$ cat src/rtl/mm_pkg.sv
// Shared types and helpers for the matrix multiplier and its result buffer.
// Index width helper keeps both blocks agreeing on i/j bus widths.
package mm_pkg;

    typedef enum logic {
        S_COLLECT = 1'b0,
        S_DRAIN   = 1'b1
    } state_t;

    function automatic int idx_w(input int m);
        return (m < 2) ? 1 : $clog2(m);
    endfunction

endpackage

$ cat src/rtl/matrix_result_buffer_if.sv
// Result strobe, done pulse and drain stream between multiplier, buffer and host.
// master: multiplier/host side; slave: matrix_result_buffer.
interface matrix_result_buffer_if
    import mm_pkg::*;
#(
    parameter int M  = 4,
    parameter int DW = 32
);
    localparam int IW = idx_w(M);

    logic [DW-1:0] z_out;
    logic [IW-1:0] z_i;
    logic [IW-1:0] z_j;
    logic          z_stb;
    logic          z_ack;
    logic          mul_done;
    logic [DW-1:0] out_data;
    logic [IW-1:0] out_i;
    logic [IW-1:0] out_j;
    logic          out_last;
    logic          out_valid;
    logic          out_ready;
    logic          busy;
    logic          drain_done;

    modport master (
        output z_out, z_i, z_j, z_stb, mul_done, out_ready,
        input  z_ack, out_data, out_i, out_j, out_last,
        input  out_valid, busy, drain_done
    );

    modport slave (
        input  z_out, z_i, z_j, z_stb, mul_done, out_ready,
        output z_ack, out_data, out_i, out_j, out_last,
        output out_valid, busy, drain_done
    );

endinterface

$ cat src/rtl/mrb_storage.sv
// M x M result register array: one sync write port, one async read port.
// Per-entry written mask makes never-written entries read back as zero.
module mrb_storage
    import mm_pkg::*;
#(
    parameter  int M  = 4,
    parameter  int DW = 32,
    localparam int IW = idx_w(M)
) (
    input  logic          clk,
    input  logic          rst,
    input  logic          we,
    input  logic          clr,
    input  logic [IW-1:0] wi,
    input  logic [IW-1:0] wj,
    input  logic [DW-1:0] wd,
    input  logic [IW-1:0] ri,
    input  logic [IW-1:0] rj,
    output logic [DW-1:0] rd
);
    localparam logic [IW:0] MV = (IW+1)'(M);

    logic [DW-1:0]         mem [M][M];
    logic [M-1:0][M-1:0]   mask;
    logic                  wr_ok;
    logic                  rd_ok;

    // Out-of-range indices only exist when M is not a power of two
    assign wr_ok = we && ({1'b0, wi} < MV) && ({1'b0, wj} < MV);
    assign rd_ok = ({1'b0, ri} < MV) && ({1'b0, rj} < MV);

    always_ff @(posedge clk) begin
        if (wr_ok) begin
            mem[wi][wj] <= wd;
        end
    end

    always_ff @(posedge clk or negedge rst) begin
        if (!rst) begin
            mask <= '0;
        end else if (clr) begin
            mask <= '0;
        end else if (wr_ok) begin
            mask[wi][wj] <= 1'b1;
        end
    end

    assign rd = (rd_ok && mask[ri][rj]) ? mem[ri][rj] : '0;

endmodule

$ cat src/rtl/matrix_result_buffer.sv
// Collects multiplier results into an M x M array and drains them as a stream.
// MRB_TRANSPOSE_EN: drain column-major instead of row-major.
module matrix_result_buffer
    import mm_pkg::*;
#(
    parameter int M  = 4,
    parameter int DW = 32
) (
    input logic                   clk,
    input logic                   rst,
    matrix_result_buffer_if.slave bus
);
    localparam int          IW   = idx_w(M);
    localparam logic [IW-1:0] LAST = IW'(M - 1);

    state_t        state;
    logic          done_pend;
    logic          z_ack;
    logic          out_valid;
    logic          out_last;
    logic          busy;
    logic          drain_done;
    logic [DW-1:0] out_data;
    logic [IW-1:0] ri;
    logic [IW-1:0] rj;
    logic [IW-1:0] nxt_i;
    logic [IW-1:0] nxt_j;
    logic [IW-1:0] rd_i;
    logic [IW-1:0] rd_j;
    logic [DW-1:0] rd_data;
    logic          we;
    logic          clr;
    logic          xfer;
    logic          at_last;

    assign we      = (state == S_COLLECT) && bus.z_stb && !z_ack;
    assign xfer    = out_valid && bus.out_ready;
    assign at_last = (ri == LAST) && (rj == LAST);
    assign clr     = (state == S_DRAIN) && xfer && at_last;

    always_comb begin
        nxt_i = ri;
        nxt_j = rj;
`ifdef MRB_TRANSPOSE_EN
        if (ri == LAST) begin
            nxt_i = '0;
            nxt_j = rj + 1'b1;
        end else begin
            nxt_i = ri + 1'b1;
        end
`else
        if (rj == LAST) begin
            nxt_j = '0;
            nxt_i = ri + 1'b1;
        end else begin
            nxt_j = rj + 1'b1;
        end
`endif
    end

    // Read port looks one beat ahead so out_data can be registered
    assign rd_i = (state == S_DRAIN) ? nxt_i : '0;
    assign rd_j = (state == S_DRAIN) ? nxt_j : '0;

    mrb_storage #(.M(M), .DW(DW)) u_storage (
        .clk (clk),
        .rst (rst),
        .we  (we),
        .clr (clr),
        .wi  (bus.z_i),
        .wj  (bus.z_j),
        .wd  (bus.z_out),
        .ri  (rd_i),
        .rj  (rd_j),
        .rd  (rd_data)
    );

    always_ff @(posedge clk or negedge rst) begin
        if (!rst) begin
            state      <= S_COLLECT;
            done_pend  <= 1'b0;
            z_ack      <= 1'b0;
            out_valid  <= 1'b0;
            out_last   <= 1'b0;
            busy       <= 1'b0;
            drain_done <= 1'b0;
            out_data   <= '0;
            ri         <= '0;
            rj         <= '0;
        end else begin
            drain_done <= 1'b0;
            unique case (state)
                S_COLLECT: begin
                    z_ack <= we;
                    if (done_pend && !bus.z_stb && !z_ack) begin
                        state     <= S_DRAIN;
                        done_pend <= bus.mul_done;
                        busy      <= 1'b1;
                        out_valid <= 1'b1;
                        out_data  <= rd_data;
                        out_last  <= (M == 1);
                        ri        <= '0;
                        rj        <= '0;
                    end else if (bus.mul_done) begin
                        done_pend <= 1'b1;
                    end
                end
                S_DRAIN: begin
                    z_ack <= 1'b0;
                    if (bus.mul_done) begin
                        done_pend <= 1'b1;
                    end
                    if (xfer && at_last) begin
                        state      <= S_COLLECT;
                        out_valid  <= 1'b0;
                        busy       <= 1'b0;
                        drain_done <= 1'b1;
                        out_last   <= 1'b0;
                        out_data   <= '0;
                        ri         <= '0;
                        rj         <= '0;
                    end else if (xfer) begin
                        ri       <= nxt_i;
                        rj       <= nxt_j;
                        out_data <= rd_data;
                        out_last <= (nxt_i == LAST) && (nxt_j == LAST);
                    end
                end
                default: state <= S_COLLECT;
            endcase
        end
    end

    assign bus.z_ack      = z_ack;
    assign bus.out_valid  = out_valid;
    assign bus.out_last   = out_last;
    assign bus.busy       = busy;
    assign bus.drain_done = drain_done;
    assign bus.out_data   = out_data;
    assign bus.out_i      = ri;
    assign bus.out_j      = rj;

endmodule
$ cat src/flat_wrapper.sv
// flat-port wrapper written by rule: the top's interface ports become plain ports
module matrix_result_buffer_flat import mm_pkg::*;
#(
    parameter int M  = 4,
    parameter int DW = 32
)
  (clk, rst, bus_z_out, bus_z_i, bus_z_j, bus_z_stb, bus_mul_done, bus_out_ready, bus_z_ack, bus_out_data, bus_out_i, bus_out_j, bus_out_last, bus_out_valid, bus_busy, bus_drain_done);
  matrix_result_buffer_if #(.M(M), .DW(DW)) bus_i ();
  input logic clk;
  input logic rst;
  input wire logic [$bits(bus_i.z_out)-1:0] bus_z_out;
  input wire logic [$bits(bus_i.z_i)-1:0] bus_z_i;
  input wire logic [$bits(bus_i.z_j)-1:0] bus_z_j;
  input wire logic [$bits(bus_i.z_stb)-1:0] bus_z_stb;
  input wire logic [$bits(bus_i.mul_done)-1:0] bus_mul_done;
  input wire logic [$bits(bus_i.out_ready)-1:0] bus_out_ready;
  output wire logic [$bits(bus_i.z_ack)-1:0] bus_z_ack;
  output wire logic [$bits(bus_i.out_data)-1:0] bus_out_data;
  output wire logic [$bits(bus_i.out_i)-1:0] bus_out_i;
  output wire logic [$bits(bus_i.out_j)-1:0] bus_out_j;
  output wire logic [$bits(bus_i.out_last)-1:0] bus_out_last;
  output wire logic [$bits(bus_i.out_valid)-1:0] bus_out_valid;
  output wire logic [$bits(bus_i.busy)-1:0] bus_busy;
  output wire logic [$bits(bus_i.drain_done)-1:0] bus_drain_done;
  assign bus_i.z_out = bus_z_out;
  assign bus_i.z_i = bus_z_i;
  assign bus_i.z_j = bus_z_j;
  assign bus_i.z_stb = bus_z_stb;
  assign bus_i.mul_done = bus_mul_done;
  assign bus_i.out_ready = bus_out_ready;
  assign bus_z_ack = bus_i.z_ack;
  assign bus_out_data = bus_i.out_data;
  assign bus_out_i = bus_i.out_i;
  assign bus_out_j = bus_i.out_j;
  assign bus_out_last = bus_i.out_last;
  assign bus_out_valid = bus_i.out_valid;
  assign bus_busy = bus_i.busy;
  assign bus_drain_done = bus_i.drain_done;
  matrix_result_buffer #(.M(M), .DW(DW)) u_core (.clk(clk), .rst(rst), .bus(bus_i));
endmodule
$ cat config.mk
export PLATFORM = sky130hd
export DESIGN_NAME = matrix_result_buffer_flat
export DESIGN_NICKNAME = d
export VERILOG_FILES = /design/src/rtl/mm_pkg.sv /design/src/rtl/matrix_result_buffer_if.sv /design/src/rtl/mrb_storage.sv /design/src/rtl/matrix_result_buffer.sv /design/src/flat_wrapper.sv
export SDC_FILE = /design/constraint.sdc
export NUM_CORES = 1
export LEC_CHECK = 0
export ABC_AREA = 1
export CORE_UTILIZATION = 35
export CTS_CLUSTER_SIZE = 10
export DETAILED_ROUTE_END_ITERATION = 16
export MAX_ROUTING_LAYER = met4
export SYNTH_ARGS = -nofsm -noshare
export SYNTH_HDL_FRONTEND = slang
export SYNTH_SLANG_ARGS = --single-unit
export TNS_END_PERCENT = 10
$ cat constraint.sdc
create_clock -name clk -period 4.37 [get_ports clk]
set_input_delay 0.437 -clock clk [delete_from_list [all_inputs] [get_ports clk]]
set_output_delay 0.437 -clock clk [all_outputs]
set_load 0.01 [all_outputs]
==> metrics.txt <==
# TYPE chip_impl_metric gauge
chip_impl_metric{name="cellLeakagePower",unit="µW"} 0.00984
chip_impl_metric{name="floorplan.core_area",unit="µm²"} 64500
chip_impl_metric{name="synthToLayoutAreaGrowth",unit="%"} 17.2
chip_impl_metric{name="post_synth_instance_area",unit="µm²"} 22900
chip_impl_metric{name="p_per_area",unit="nW/µm²"} 416
chip_impl_metric{name="peakVddDrop",unit="mV"} 0.296
chip_impl_metric{name="chipWidth",unit="µm"} 258
chip_impl_metric{name="numClockSinks",unit=""} 570
chip_impl_info{name="tritoncts",value="done"} 1
chip_impl_info{name="worst_hold_path_type",value="in2reg"} 1
chip_impl_metric{name="worstMarginPinSlew",unit="ns"} 1.05
chip_impl_metric{name="grt_start_max_net_pins",unit=""} 211
chip_impl_metric{name="final_cells",unit=""} 2958
chip_impl_metric{name="seqPwrFrac",unit="%"} 53.3
chip_impl_metric{name="power_frac_clock",unit="%"} 45.5
chip_impl_metric{name="std_cell_rows",unit=""} 93
chip_impl_metric{name="first_global_vias",unit=""} 14466
chip_impl_metric{name="clk_path_buf_depth",unit=""} 3
chip_impl_metric{name="switching_share",unit="%"} 19.2
chip_impl_metric{name="grt_overflow",unit=""} 0
chip_impl_metric{name="maxSlewHeadroom",unit="%"} 30.3
chip_impl_metric{name="cp_max_fo",unit=""} 66
chip_impl_metric{name="globalRouteTotalUtil",unit="%"} 17.9
chip_impl_metric{name="power_frac_comb",unit="%"} 1.2
chip_impl_metric{name="final_net_count",unit=""} 2093
chip_impl_metric{name="design.die.area",unit="µm²"} 66400
chip_impl_info{name="commonest_cells_after_routing_fill_and_taps_aside",value="781 x nand2_1, 512 x edfxtp_1, 395 x nand3_1"} 1
chip_impl_metric{name="placed_cells_incl_taps",unit=""} 2834
chip_impl_metric{name="vias",unit=""} 14930
chip_impl_metric{name="worst_ep_arrival_time",unit="ns"} 3.80
chip_impl_metric{name="drt_wl_total",unit="µm"} 57900
chip_impl_metric{name="internal-power",unit="µW"} 9010
chip_impl_metric{name="setup_ws",unit="ns"} 1.08
chip_impl_metric{name="synth-seq-cells",unit=""} 570
chip_impl_metric{name="cts_inserted_buffers",unit=""} 67
chip_impl_metric{name="yosys.area.top_type_share",unit="%"} 67.2
chip_impl_info{name="cts_root_buf",value="clkbuf_16"} 1
chip_impl_metric{name="detailedPlacementHpwl",unit="µm"} 30300
chip_impl_info{name="crit_type",value="reg2reg"} 1
chip_impl_metric{name="period_share",unit="%"} 75.2
chip_impl_metric{name="clock_tree.htree_level_count",unit=""} 3
chip_impl_info{name="layout_commonest_cell",value="nand2_1"} 1
chip_impl_metric{name="cts_hold_repair.buffers",unit=""} 1
chip_impl_metric{name="post_cts_setup_repair_buffer_count",unit=""} 0
chip_impl_info{name="worst_setup_path_end_kind",value="flip-flop"} 1
chip_impl_metric{name="drc",unit=""} 0
chip_impl_info{name="netlist_top_cells_area",value="edfxtp_1 67%, nand2_1 13%, nand3_1 8.6%, dfrtp_1 6.3%, buf_2 1.5%"} 1
chip_impl_metric{name="post_drt_via_cell_ratio",unit=""} 5.05
chip_impl_info{name="startpoint_type",value="flip-flop"} 1
chip_impl_metric{name="timing.max_cap.violations",unit=""} 0
chip_impl_metric{name="detailed_place.area",unit="µm²"} 24800
chip_impl_metric{name="design_area",unit="µm²"} 26800
chip_impl_metric{name="grt_antenna_before_repair",unit=""} 2
chip_impl_metric{name="tns",unit="ns"} 0
chip_impl_metric{name="utilization",unit="%"} 41.6
chip_impl_metric{name="layout-drive-gt1-share",unit="%"} 6.81
chip_impl_metric{name="drtIter0Drc",unit=""} 1298
chip_impl_metric{name="finalClockSkew",unit="ns"} 0.0189
chip_impl_metric{name="port_buffers",unit=""} 81
chip_impl_metric{name="ys.warnings.count",unit=""} 0
chip_impl_metric{name="antenna_nets_post_route",unit=""} 0
chip_impl_metric{name="timing.fmax",unit="MHz"} 304
chip_impl_metric{name="post_cts_resized",unit=""} 0
chip_impl_metric{name="routabilityCongestion",unit=""} 0.784
chip_impl_metric{name="synth_area_per_cell",unit="µm²"} 11.6
chip_impl_metric{name="sequential_area_share_after_synthesis",unit="%"} 73.6
chip_impl_metric{name="die_h",unit="µm"} 258
chip_impl_metric{name="drtPass1Iterations",unit=""} 6
chip_impl_metric{name="crit_path_time_final",unit="ns"} 3.29
chip_impl_metric{name="grt_first_pass_wirelength",unit="µm"} 88500
chip_impl_metric{name="start_util",unit="%"} 35.5
chip_impl_info{name="grt_setup_unrepaired",value="false"} 1
chip_impl_metric{name="top_level_i_o_count",unit=""} 82
chip_impl_metric{name="clock_insertion_delay_worst_skew",unit="ns"} 0.59
chip_impl_metric{name="switching_power",unit="µW"} 2140
chip_impl_metric{name="dpl_worst_slack",unit="ns"} 1.18
chip_impl_metric{name="timing_hold_violations_final",unit=""} 0
chip_impl_metric{name="setup-violations-final",unit=""} 0
chip_impl_metric{name="yosysUniqueCellTypes",unit=""} 28
chip_impl_metric{name="wire_per_inst",unit="µm"} 19.6
chip_impl_metric{name="postSynthCellCount",unit=""} 1974
chip_impl_metric{name="clkSlewWorstSetupHoldPaths",unit="ns"} 0.06
chip_impl_metric{name="finalMaxSlewViolations",unit=""} 0
chip_impl_info{name="synth.largest_area_cell",value="edfxtp_1"} 1
chip_impl_metric{name="data_required_time_at_the_worst_endpoint",unit="ns"} 4.88
chip_impl_info{name="result_of_the_run",value="finished clean"} 1
chip_impl_metric{name="synthesis.nets",unit=""} 2018
stage by stage:
stage / total power (µW) / hold slack [ns]
after floorplan: 6060 / 0.141
after global placement: 6180 / 0.468
after detailed placement: 6190 / 0.467
after CTS: 11200 / 0.422
after global routing: 11500 / 0.456
final: 11200 / 0.443
power groups by stage:
| stage | combinational (µW) | clock, µW | sequential (µW) |
|---|---|---|---|
| floorplan | 6.99 | 0 | 6060 |
| global placement | 125 | 0 | 6060 |
| detailed placement | 130 | 0 | 6060 |
| CTS | 131 | 5160 | 5950 |
| global route | 142 | 5370 | 5940 |
| finish | 130 | 5080 | 5950 |
per-layer routing:
| layer | track usage, % | part of all wire [%] | up-vias |
|---|---|---|---|
| li1 | - | - | 6988 |
| met1 | 24.2 | 44 | 7358 |
| met2 | 28.0 | 47 | 506 |
| met3 | 3.14 | 7.1 | 78 |
| met4 | 4.80 | 1.9 | 0 |
| met5 | - | 0 | - |
layout make-up:
cell class	count	area, µm²
clock inverter	2	17.5
sequential	570	16800
clock buffer	119	1970
antenna	2	5.00
tap	855	1070
timing repair buffer	121	1250
multi-input combinational	1260	5550
inverter	29	116
fill	5957	37700
synthesized netlist by cell type:
master       n
a21o_1       1
a2bb2oi_1    9
a31oi_1      1
buf_1       10
buf_2       70
buf_4        5
buf_6        2
clkbuf_1    28
clkinv_1     2
dfrtp_1     58
edfxtp_1   512
ha_1         3
inv_1       24
inv_2        3
nand2_1    781
nand2_2      2
nand3_1    395
nand3_2      2
nand3b_1     1
nand4_1      7
nor2_1      41
nor2_2       1
nor3_1       1
nor3_2       1
nor3b_1      1
o211ai_1     6
o21ai_0      6
o22ai_1      1
final timing paths:
| check | startpoint | end | slack, ns | depth (start not counted) |
|---|---|---|---|---|
| worst max-delay path | u_core.state | u_core.bus.out_data[19] | 1.08 | 10 |
| worst min-delay path | bus_mul_done | u_core.done_pend | 0.44 | 2 |
| worst max register to register | u_core.state | u_core.bus.out_data[19] | 1.08 | 10 |
| worst min register to register | u_core.bus.out_data[8] | u_core.bus.out_data[8] | 0.48 | 2 |
| max in group asynchronous | rst | u_core.bus.out_data[5] | 3.23 | 2 |
| min in group asynchronous | rst | u_core.bus.drain_done | 0.55 | 2 |
cells by family after synthesis:
| family | share of synthesized area (%) |
|---|---|
| flops | 73.6 |
| compound gates | 0.760 |
| simple gates | 22.6 |
| fa+ha+maj | 0.164 |
| buf+inv | 2.89 |
sequential cells by signal, summed over array words and instances (netlist names):
| register | count |
|---|---|
| u_core.bus.drain_done | 1 |
| u_core.bus.out_data | 32 |
| u_core.bus.out_i | 2 |
| u_core.bus.out_j | 2 |
| u_core.bus.out_last | 1 |
| u_core.bus.out_valid | 1 |
| u_core.bus.z_ack | 1 |
| u_core.done_pend | 1 |
| u_core.state | 1 |
| u_core.u_storage.mask | 16 |
| u_core.u_storage.mem | 512 |
worst max-delay path, cell delays in order (launching register included):
cell and delay, ns:
dfrtp_1 0.88, inv_1 0.31, nor3_2 0.26, buf_4 0.85
nand3_1 0.15, nand3_1 0.12, nand2_1 0.09, nor2_4 0.10
buf_4 0.27, nand2_1 0.08, nand2_1 0.07
No activity file was read; power rests on OpenSTA's default activity.
